### src/rtl/arm_cond_pkg.sv
// ARM condition-code constants, NZCV bit positions, sequencer state encoding
// and the shared condition-pass function.
package arm_cond_pkg;

  localparam logic [3:0] EQ = 4'h0;
  localparam logic [3:0] NE = 4'h1;
  localparam logic [3:0] CS = 4'h2;
  localparam logic [3:0] CC = 4'h3;
  localparam logic [3:0] MI = 4'h4;
  localparam logic [3:0] PL = 4'h5;
  localparam logic [3:0] VS = 4'h6;
  localparam logic [3:0] VC = 4'h7;
  localparam logic [3:0] HI = 4'h8;
  localparam logic [3:0] LS = 4'h9;
  localparam logic [3:0] GE = 4'hA;
  localparam logic [3:0] LT = 4'hB;
  localparam logic [3:0] GT = 4'hC;
  localparam logic [3:0] LE = 4'hD;
  localparam logic [3:0] AL = 4'hE;
  localparam logic [3:0] NV = 4'hF;

  localparam int C_B = 3;
  localparam int N_B = 2;
  localparam int V_B = 1;
  localparam int Z_B = 0;

  typedef enum logic {RUN = 1'b0, WAIT = 1'b1} seq_state_e;

  function automatic logic cond_pass(input logic [3:0] cond, input logic [3:0] flags);
    logic c, n, v, z;
    c = flags[C_B];
    n = flags[N_B];
    v = flags[V_B];
    z = flags[Z_B];
    case (cond)
      EQ:      cond_pass = z;
      NE:      cond_pass = !z;
      CS:      cond_pass = c;
      CC:      cond_pass = !c;
      MI:      cond_pass = n;
      PL:      cond_pass = !n;
      VS:      cond_pass = v;
      VC:      cond_pass = !v;
      HI:      cond_pass = c && !z;
      LS:      cond_pass = !c || z;
      GE:      cond_pass = (n == v);
      LT:      cond_pass = (n != v);
      GT:      cond_pass = !z && (n == v);
      LE:      cond_pass = z || (n != v);
      AL:      cond_pass = 1'b1;
      default: cond_pass = 1'b0; // NV: never executes
    endcase
  endfunction

endpackage

### src/rtl/cond_exec_sequencer_if.sv
// Decode/execute-side handshake and flag-return bundle of the conditional
// execution sequencer. slave = sequencer, master = surrounding pipeline.
interface cond_exec_sequencer_if;
  logic        In_Valid;
  logic        In_Ready;
  logic [31:0] IR;
  logic        Alu_Flags_Valid;
  logic [3:0]  Alu_Flags;
  logic        Out_Valid;
  logic        Out_Ready;
  logic [31:0] Out_IR;
  logic        Out_Exec;
  logic [3:0]  Flags;
  logic        Stall;
  logic        Flag_Err;

  modport slave (
    input  In_Valid, IR, Alu_Flags_Valid, Alu_Flags, Out_Ready,
    output In_Ready, Out_Valid, Out_IR, Out_Exec, Flags, Stall, Flag_Err
  );

  modport master (
    output In_Valid, IR, Alu_Flags_Valid, Alu_Flags, Out_Ready,
    input  In_Ready, Out_Valid, Out_IR, Out_Exec, Flags, Stall, Flag_Err
  );
endinterface

### src/rtl/cond_exec_sequencer_cond_eval.sv
// Combinational ARM condition evaluator: cond + {C,N,V,Z} -> pass.
module cond_eval
  import arm_cond_pkg::*;
(
  input  logic [3:0] i_cond,
  input  logic [3:0] i_flags,
  output logic       o_pass
);
  assign o_pass = cond_pass(i_cond, i_flags);
endmodule

### src/rtl/cond_exec_sequencer.sv
// Issue-stage sequencer for ARM conditional execution: owns NZCV, tracks
// in-flight S-bit instructions, stalls dependents. Option: COND_BYPASS_EN.
module cond_exec_sequencer
  import arm_cond_pkg::*;
#(
  parameter int         MAX_PEND  = 2,
  parameter int         PEND_W    = 2,
  parameter logic [3:0] FLAGS_RST = 4'b0000
)(
  input  logic                 Clk,
  input  logic                 Reset_n,
  cond_exec_sequencer_if.slave bus
);

  localparam logic [PEND_W-1:0] PEND_MAX = PEND_W'(MAX_PEND);
  localparam logic [PEND_W-1:0] PEND_ONE = PEND_W'(1);

  seq_state_e        r_state, w_state_nxt;
  logic [PEND_W-1:0] r_pend;
  logic [3:0]        r_flags;
  logic              r_flag_err;
  logic              r_out_valid;
  logic [31:0]       r_out_ir;
  logic              r_out_exec;

  logic [3:0] w_cond;
  logic       w_s;
  logic       w_pend_nz;
  logic       w_hold_raw;
  logic       w_hold;
  logic       w_pass;
  logic       w_room;
  logic       w_in_ready;
  logic       w_accept;
  logic       w_inc;
  logic       w_dec;

  assign w_cond     = bus.IR[31:28];
  assign w_s        = bus.IR[20];
  assign w_pend_nz  = (r_pend != '0);
  assign w_hold_raw = ((w_cond != AL) && w_pend_nz) || (w_s && (r_pend == PEND_MAX));

`ifdef COND_BYPASS_EN
  // Last outstanding flag result arriving now: evaluate on it directly.
  logic w_byp, w_pass_arch, w_pass_fwd;
  assign w_byp  = bus.Alu_Flags_Valid && (r_pend == PEND_ONE);
  assign w_hold = w_hold_raw && !w_byp;

  cond_eval u_eval_arch (.i_cond(w_cond), .i_flags(r_flags),       .o_pass(w_pass_arch));
  cond_eval u_eval_fwd  (.i_cond(w_cond), .i_flags(bus.Alu_Flags), .o_pass(w_pass_fwd));

  assign w_pass = w_byp ? w_pass_fwd : w_pass_arch;
`else
  logic w_unused_one;
  assign w_unused_one = ^PEND_ONE;
  assign w_hold       = w_hold_raw;

  cond_eval u_eval (.i_cond(w_cond), .i_flags(r_flags), .o_pass(w_pass));
`endif

  assign w_room   = !r_out_valid || bus.Out_Ready;
  assign w_accept = bus.In_Valid && w_in_ready;
  // A squashed S-instruction never produces flags, so it is not counted.
  assign w_inc    = w_accept && w_s && w_pass;
  assign w_dec    = bus.Alu_Flags_Valid && w_pend_nz;

  // Issue gating follows hold combinationally so a release costs no bubble;
  // the state register records whether decode is waiting on a dependency.
  always_comb begin
    w_state_nxt = r_state;
    w_in_ready  = w_room && !w_hold;
    case (r_state)
      RUN:     if (bus.In_Valid && w_hold) w_state_nxt = WAIT;
      WAIT:    if (!w_hold || !bus.In_Valid) w_state_nxt = RUN;
      default: w_state_nxt = RUN;
    endcase
  end

  always_ff @(posedge Clk or negedge Reset_n) begin
    if (!Reset_n) r_state <= RUN;
    else          r_state <= w_state_nxt;
  end

  always_ff @(posedge Clk or negedge Reset_n) begin
    if (!Reset_n) begin
      r_pend     <= '0;
      r_flags    <= FLAGS_RST;
      r_flag_err <= 1'b0;
    end else begin
      case ({w_inc, w_dec})
        2'b10:   r_pend <= r_pend + PEND_ONE;
        2'b01:   r_pend <= r_pend - PEND_ONE;
        default: r_pend <= r_pend;
      endcase
      if (w_dec) r_flags <= bus.Alu_Flags;
      if (bus.Alu_Flags_Valid && !w_pend_nz) r_flag_err <= 1'b1;
    end
  end

  always_ff @(posedge Clk or negedge Reset_n) begin
    if (!Reset_n) begin
      r_out_valid <= 1'b0;
      r_out_ir    <= '0;
      r_out_exec  <= 1'b0;
    end else if (w_accept) begin
      r_out_valid <= 1'b1;
      r_out_ir    <= bus.IR;
      r_out_exec  <= w_pass;
    end else if (bus.Out_Ready) begin
      r_out_valid <= 1'b0;
    end
  end

  assign bus.In_Ready  = w_in_ready;
  assign bus.Stall     = bus.In_Valid && !w_in_ready;
  assign bus.Out_Valid = r_out_valid;
  assign bus.Out_IR    = r_out_ir;
  assign bus.Out_Exec  = r_out_exec;
  assign bus.Flags     = r_flags;
  assign bus.Flag_Err  = r_flag_err;

endmodule

### src/flat_wrapper.sv
// flat-port wrapper written by rule: the top's interface ports become plain ports
module cond_exec_sequencer_flat import arm_cond_pkg::*;
#(
  parameter int         MAX_PEND  = 2,
  parameter int         PEND_W    = 2,
  parameter logic [3:0] FLAGS_RST = 4'b0000
)
  (Clk, Reset_n, bus_In_Valid, bus_IR, bus_Alu_Flags_Valid, bus_Alu_Flags, bus_Out_Ready, bus_In_Ready, bus_Out_Valid, bus_Out_IR, bus_Out_Exec, bus_Flags, bus_Stall, bus_Flag_Err);
  cond_exec_sequencer_if bus_i ();
  input  logic Clk;
  input  logic Reset_n;
  input wire logic [$bits(bus_i.In_Valid)-1:0] bus_In_Valid;
  input wire logic [$bits(bus_i.IR)-1:0] bus_IR;
  input wire logic [$bits(bus_i.Alu_Flags_Valid)-1:0] bus_Alu_Flags_Valid;
  input wire logic [$bits(bus_i.Alu_Flags)-1:0] bus_Alu_Flags;
  input wire logic [$bits(bus_i.Out_Ready)-1:0] bus_Out_Ready;
  output wire logic [$bits(bus_i.In_Ready)-1:0] bus_In_Ready;
  output wire logic [$bits(bus_i.Out_Valid)-1:0] bus_Out_Valid;
  output wire logic [$bits(bus_i.Out_IR)-1:0] bus_Out_IR;
  output wire logic [$bits(bus_i.Out_Exec)-1:0] bus_Out_Exec;
  output wire logic [$bits(bus_i.Flags)-1:0] bus_Flags;
  output wire logic [$bits(bus_i.Stall)-1:0] bus_Stall;
  output wire logic [$bits(bus_i.Flag_Err)-1:0] bus_Flag_Err;
  assign bus_i.In_Valid = bus_In_Valid;
  assign bus_i.IR = bus_IR;
  assign bus_i.Alu_Flags_Valid = bus_Alu_Flags_Valid;
  assign bus_i.Alu_Flags = bus_Alu_Flags;
  assign bus_i.Out_Ready = bus_Out_Ready;
  assign bus_In_Ready = bus_i.In_Ready;
  assign bus_Out_Valid = bus_i.Out_Valid;
  assign bus_Out_IR = bus_i.Out_IR;
  assign bus_Out_Exec = bus_i.Out_Exec;
  assign bus_Flags = bus_i.Flags;
  assign bus_Stall = bus_i.Stall;
  assign bus_Flag_Err = bus_i.Flag_Err;
  cond_exec_sequencer #(.MAX_PEND(MAX_PEND), .PEND_W(PEND_W), .FLAGS_RST(FLAGS_RST)) u_core (.Clk(Clk), .Reset_n(Reset_n), .bus(bus_i));
endmodule
### config.mk
export PLATFORM = sky130hd
export DESIGN_NAME = cond_exec_sequencer_flat
export DESIGN_NICKNAME = d
export VERILOG_FILES = /design/src/rtl/arm_cond_pkg.sv /design/src/rtl/cond_exec_sequencer_if.sv /design/src/rtl/cond_exec_sequencer_cond_eval.sv /design/src/rtl/cond_exec_sequencer.sv /design/src/flat_wrapper.sv
export SDC_FILE = /design/constraint.sdc
export NUM_CORES = 1
export LEC_CHECK = 0
export BUFFER_PORTS_ARGS = -buffer_cell sky130_fd_sc_hd__buf_2
export CORE_MARGIN = 2
export CORE_UTILIZATION = 40
export DETAILED_ROUTE_END_ITERATION = 8
export PLACE_DENSITY = 0.75
export SLEW_MARGIN = 20
export SYNTH_ARGS = -nofsm -noshare
export SYNTH_HDL_FRONTEND = slang
export SYNTH_SLANG_ARGS = --single-unit
### constraint.sdc
create_clock -name Clk -period 3.7 [get_ports Clk]
set_clock_uncertainty 0.05 [all_clocks]
set_input_delay 0.74 -clock Clk [delete_from_list [all_inputs] [get_ports Clk]]
set_output_delay 0.74 -clock Clk [all_outputs]
set_load 0.1 [all_outputs]
==> results_tabular.tex <==
\begin{tabular}{lr}
\hline
Metric & Value \\
\hline
\multicolumn{2}{l}{\textbf{Layout}} \\
\quad Area growth, synth to finish & 29.3\% \\
\quad Net total in the final layout & 259 \\
\quad Most common cell after layout, fill and taps aside & sky130\_fd\_sc\_hd\_\_buf\_2 \\
\quad Number of antenna cells inserted & 0 \\
\quad Share of cells above drive strength 1 & 0.615 \\
\quad Highest-count cells in the layout ignoring fill and taps & sky130\_fd\_sc\_hd\_\_buf\_2, sky130\_fd\_sc\_hd\_\_dfrtp\_1, sky130\_fd\_sc\_hd\_\_mux2\_2 \\
\quad Filler cell count & 392 \\
\multicolumn{2}{l}{\textbf{Global routing}} \\
\quad Maximum number of pins on one net before global-route repair & 42 \\
\quad Global Route Usage Sum & 0.159 \\
\quad Antenna violations before repair & 0 \\
\quad Number of global-route vias before repair & 1390 \\
\quad First-pass GRT wire length & 6300 um \\
\quad GRT Residual Overflow & 0 \\
\multicolumn{2}{l}{\textbf{Critical path}} \\
\quad Nature of the critical path startpoint & input port \\
\quad Type of element capturing the critical path & primary output \\
\quad Crit path arrival time & 2.09 ns \\
\quad Ordered list of cells on the worst path & buf\_2, and2b\_1, a31oi\_1, a21oi\_2, nor2b\_2, buf\_2 \\
\quad Crit path max fanout & 14 \\
\quad Start-to-end type of the worst setup path & in -> out \\
\quad Slowest Stage Delay on Critical Path & 0.42 ns \\
\quad Req. time, crit path & 2.91 ns \\
\quad Cell seen most often among critical-path stages & sky130\_fd\_sc\_hd\_\_buf\_2 \\
\quad Critical path's slowest cell & sky130\_fd\_sc\_hd\_\_buf\_2 \\
\multicolumn{2}{l}{\textbf{Timing}} \\
\quad Final critical-path required period & 2.88 ns \\
\quad Final Hold Viols & 0 \\
\quad Final setup vio count & 0 \\
\quad Number of max-slew violations in the final report & 0 \\
\quad Sum Neg Setup Slack & 0 ns \\
\quad Normalized max-slew margin & 0.414 \\
\quad Worst-margin pin slew & 0.879 ns \\
\quad Peak Freq & 347 MHz \\
\quad Period utilisation layout & 0.778 \\
\quad RSZ-0062 raised after global routing & false \\
\multicolumn{2}{l}{\textbf{Placement}} \\
\quad Number of I/O port buffers & 81 \\
\quad Routability Congestion & 0.793 \\
\multicolumn{2}{l}{\textbf{Floorplan}} \\
\quad Placeable core region & 4380 um2 \\
\quad Area enclosed by the die boundary & 5150 um2 \\
\quad Initial standard-cell utilization of the core & 0.419 \\
\quad DIE WIDTH & 71.7 um \\
\quad Count of pins on the block boundary & 82 \\
\quad Standard-cell rows & 24 \\
\quad Floorplan die height & 71.7 um \\
\multicolumn{2}{l}{\textbf{Job}} \\
\quad Total of max-cap violations & 0 \\
\multicolumn{2}{l}{\textbf{Clocking}} \\
\quad Maximum root-to-sink buffer count & 2 \\
\quad CTS Hold Bufs & 0 \\
\quad Number of gates resized after cts & 0 \\
\quad CTS Buf Count & 5 \\
\quad Clock transition at the registers of the reported paths & 0.07 ns \\
\quad Total number of clock tree sinks & 41 \\
\quad Setup fix buffers added after clock tree synthesis & 0 \\
\quad Clock tree from TritonCTS & built \\
\quad Clock latency of the later-clocked register in the worst-skew pair & 0.28 ns \\
\quad H-tree level count & 2 \\
\quad Clk root buf & sky130\_fd\_sc\_hd\_\_clkbuf\_8 \\
\multicolumn{2}{l}{\textbf{Route}} \\
\quad Vias post-DR & 1364 \\
\quad Antenna Nets Post-Route & 0 \\
\quad Number of design-rule violations left by the first detailed-router iteration & 64 \\
\quad DRC violation count after routing & 0 \\
\quad Detailed Routing Iterations Pass 1 & 4 \\
\quad Via density & 5.05 \\
\quad Routed wire length & 3830 um \\
\quad Routed len/inst & 14.2 um \\
\multicolumn{2}{l}{\textbf{Synthesis}} \\
\quad Average instance area after synthesis & 13.7 um2 \\
\quad Total nets after synthesis & 176 \\
\quad Yosys Warn Count & 0 \\
\quad Cell type with the highest aggregate area in the netlist & sky130\_fd\_sc\_hd\_\_dfrtp\_1 \\
\quad Top cells by area, synth & sky130\_fd\_sc\_hd\_\_dfrtp\_1, sky130\_fd\_sc\_hd\_\_mux2\_2, sky130\_fd\_sc\_hd\_\_xnor2\_1 \\
\quad Number of different library cells in the post-synthesis netlist & 40 \\
\quad Proportion of netlist area held by the largest area contributor & 0.559 \\
\quad Seq/Total Area, Yosys & 0.559 \\
\quad Cell Area, Synth & 1840 um2 \\
\quad Synthesized instance count & 134 \\
\quad Number of synthesized register bits & 41 \\
\quad Post-synth EDFFs & 0 \\
\quad Main synth FF type & sky130\_fd\_sc\_hd\_\_dfrtp\_1 \\
\quad Fraction of registers with async set/reset & 1.00 \\
\multicolumn{2}{l}{\textbf{Hold path}} \\
\quad Worst hold-check path type & reg -> reg \\
\multicolumn{2}{l}{\textbf{Status}} \\
\quad Outcome & finished, final reports clean \\
\hline
\end{tabular}
==> critical path, delay by kind of cell <==
kind	cells	cell delay (ns)
buffers and inverters	2	0.65
AOI/OAI and AO/OA	2	0.36
and+or+nand+nor	2	0.34
==> layout make-up <==
| class | instances | area [um2] | area share |
|---|---|---|---|
| sequential | 41 | 1030 | 0.432 |
| multi-input combinational | 84 | 771 | 0.325 |
| timing repair buffer | 82 | 413 | 0.174 |
| clock buffer | 6 | 72.6 | 0.0306 |
| tap | 52 | 65.1 | 0.0274 |
| clock inverter | 2 | 15.0 | 0.00633 |
| inverter | 3 | 11.3 | 0.00474 |
==> final timing paths <==
| check | start | end | slack (ns) | cells after the start |
|---|---|---|---|---|
| max in group asynchronous | Reset_n | u_core.bus.Out_IR[8] | 2.53 | 1 |
| hold / removal | u_core.bus.Flag_Err | u_core.bus.Flag_Err | 0.41 | 1 |
| setup reg to reg | u_core.r_pend[0] | u_core.r_pend[1] | 1.19 | 8 |
| hold reg to reg | u_core.bus.Flag_Err | u_core.bus.Flag_Err | 0.41 | 1 |
| setup / recovery | bus_IR[28] | bus_Stall | 0.82 | 6 |
| min in group asynchronous | Reset_n | u_core.bus.Out_IR[31] | 0.53 | 1 |
==> through the flow <==
| step | instance area (um2) | hold slack (ns) | setup slack [ns] | std cells | util |
|---|---|---|---|---|---|
| after floorplan | 1840 | 0.394 | 0.344 | 134 | - |
| after global placement | 2290 | 0.388 | 0.719 | 262 | 0.521 |
| after detailed placement | 2290 | 0.398 | 0.645 | 262 | 0.521 |
| after CTS | 2370 | 0.417 | 0.824 | 270 | 0.541 |
| after global routing | 2370 | 0.446 | 0.732 | 270 | 0.541 |
| final | 2370 | 0.414 | 0.821 | 270 | 0.541 |
==> cells by family after synthesis <==
| logic type | share of synthesized area |
|---|---|
| muxes | 0.232 |
| xor gates and xnor gates | 0.0239 |
| adders and majority gates | 0.00682 |
| buffers and inverters | 0.0245 |
| AOI/OAI and AO/OA | 0.0627 |
| DFF | 0.559 |
| and+or+nand+nor | 0.0914 |
==> cells in the mapped netlist (all sizes together), types with 2 or more instances <==
library cell  number
xor2               2
a31oi              2
buf                4
nand2b             3
inv                3
clkbuf             2
xnor2              3
a21o               2
a21oi              2
nor2               3
nand2              3
nor3b              2
o21ai              2
mux2              36
nand3b             2
dfrtp             41
mux2i              2
or2                2
==> per-layer routing <==
layer  wire (um)  part of all wire  GRT usage  vias to the layer above
met3         363             0.095     0.0675                        4
met5           0                 0          0                        -
li1            -                 -          -                      646
met1        1680              0.44      0.200                      646
met4          40             0.010     0.0566                        0
met2        1750              0.46      0.246                       68
==> flip-flops by register name, indices dropped and copies added (netlist names) <==
signal / flops
u_core.bus.Flag_Err: 1
u_core.bus.Out_Valid: 1
u_core.bus.Out_Exec: 1
u_core.bus.Flags: 4
u_core.r_pend: 2
u_core.bus.Out_IR: 32
Power is left out: the tool's default activity adds up to more than one toggle a clock period on the data nets, which glitch-free logic cannot reach.
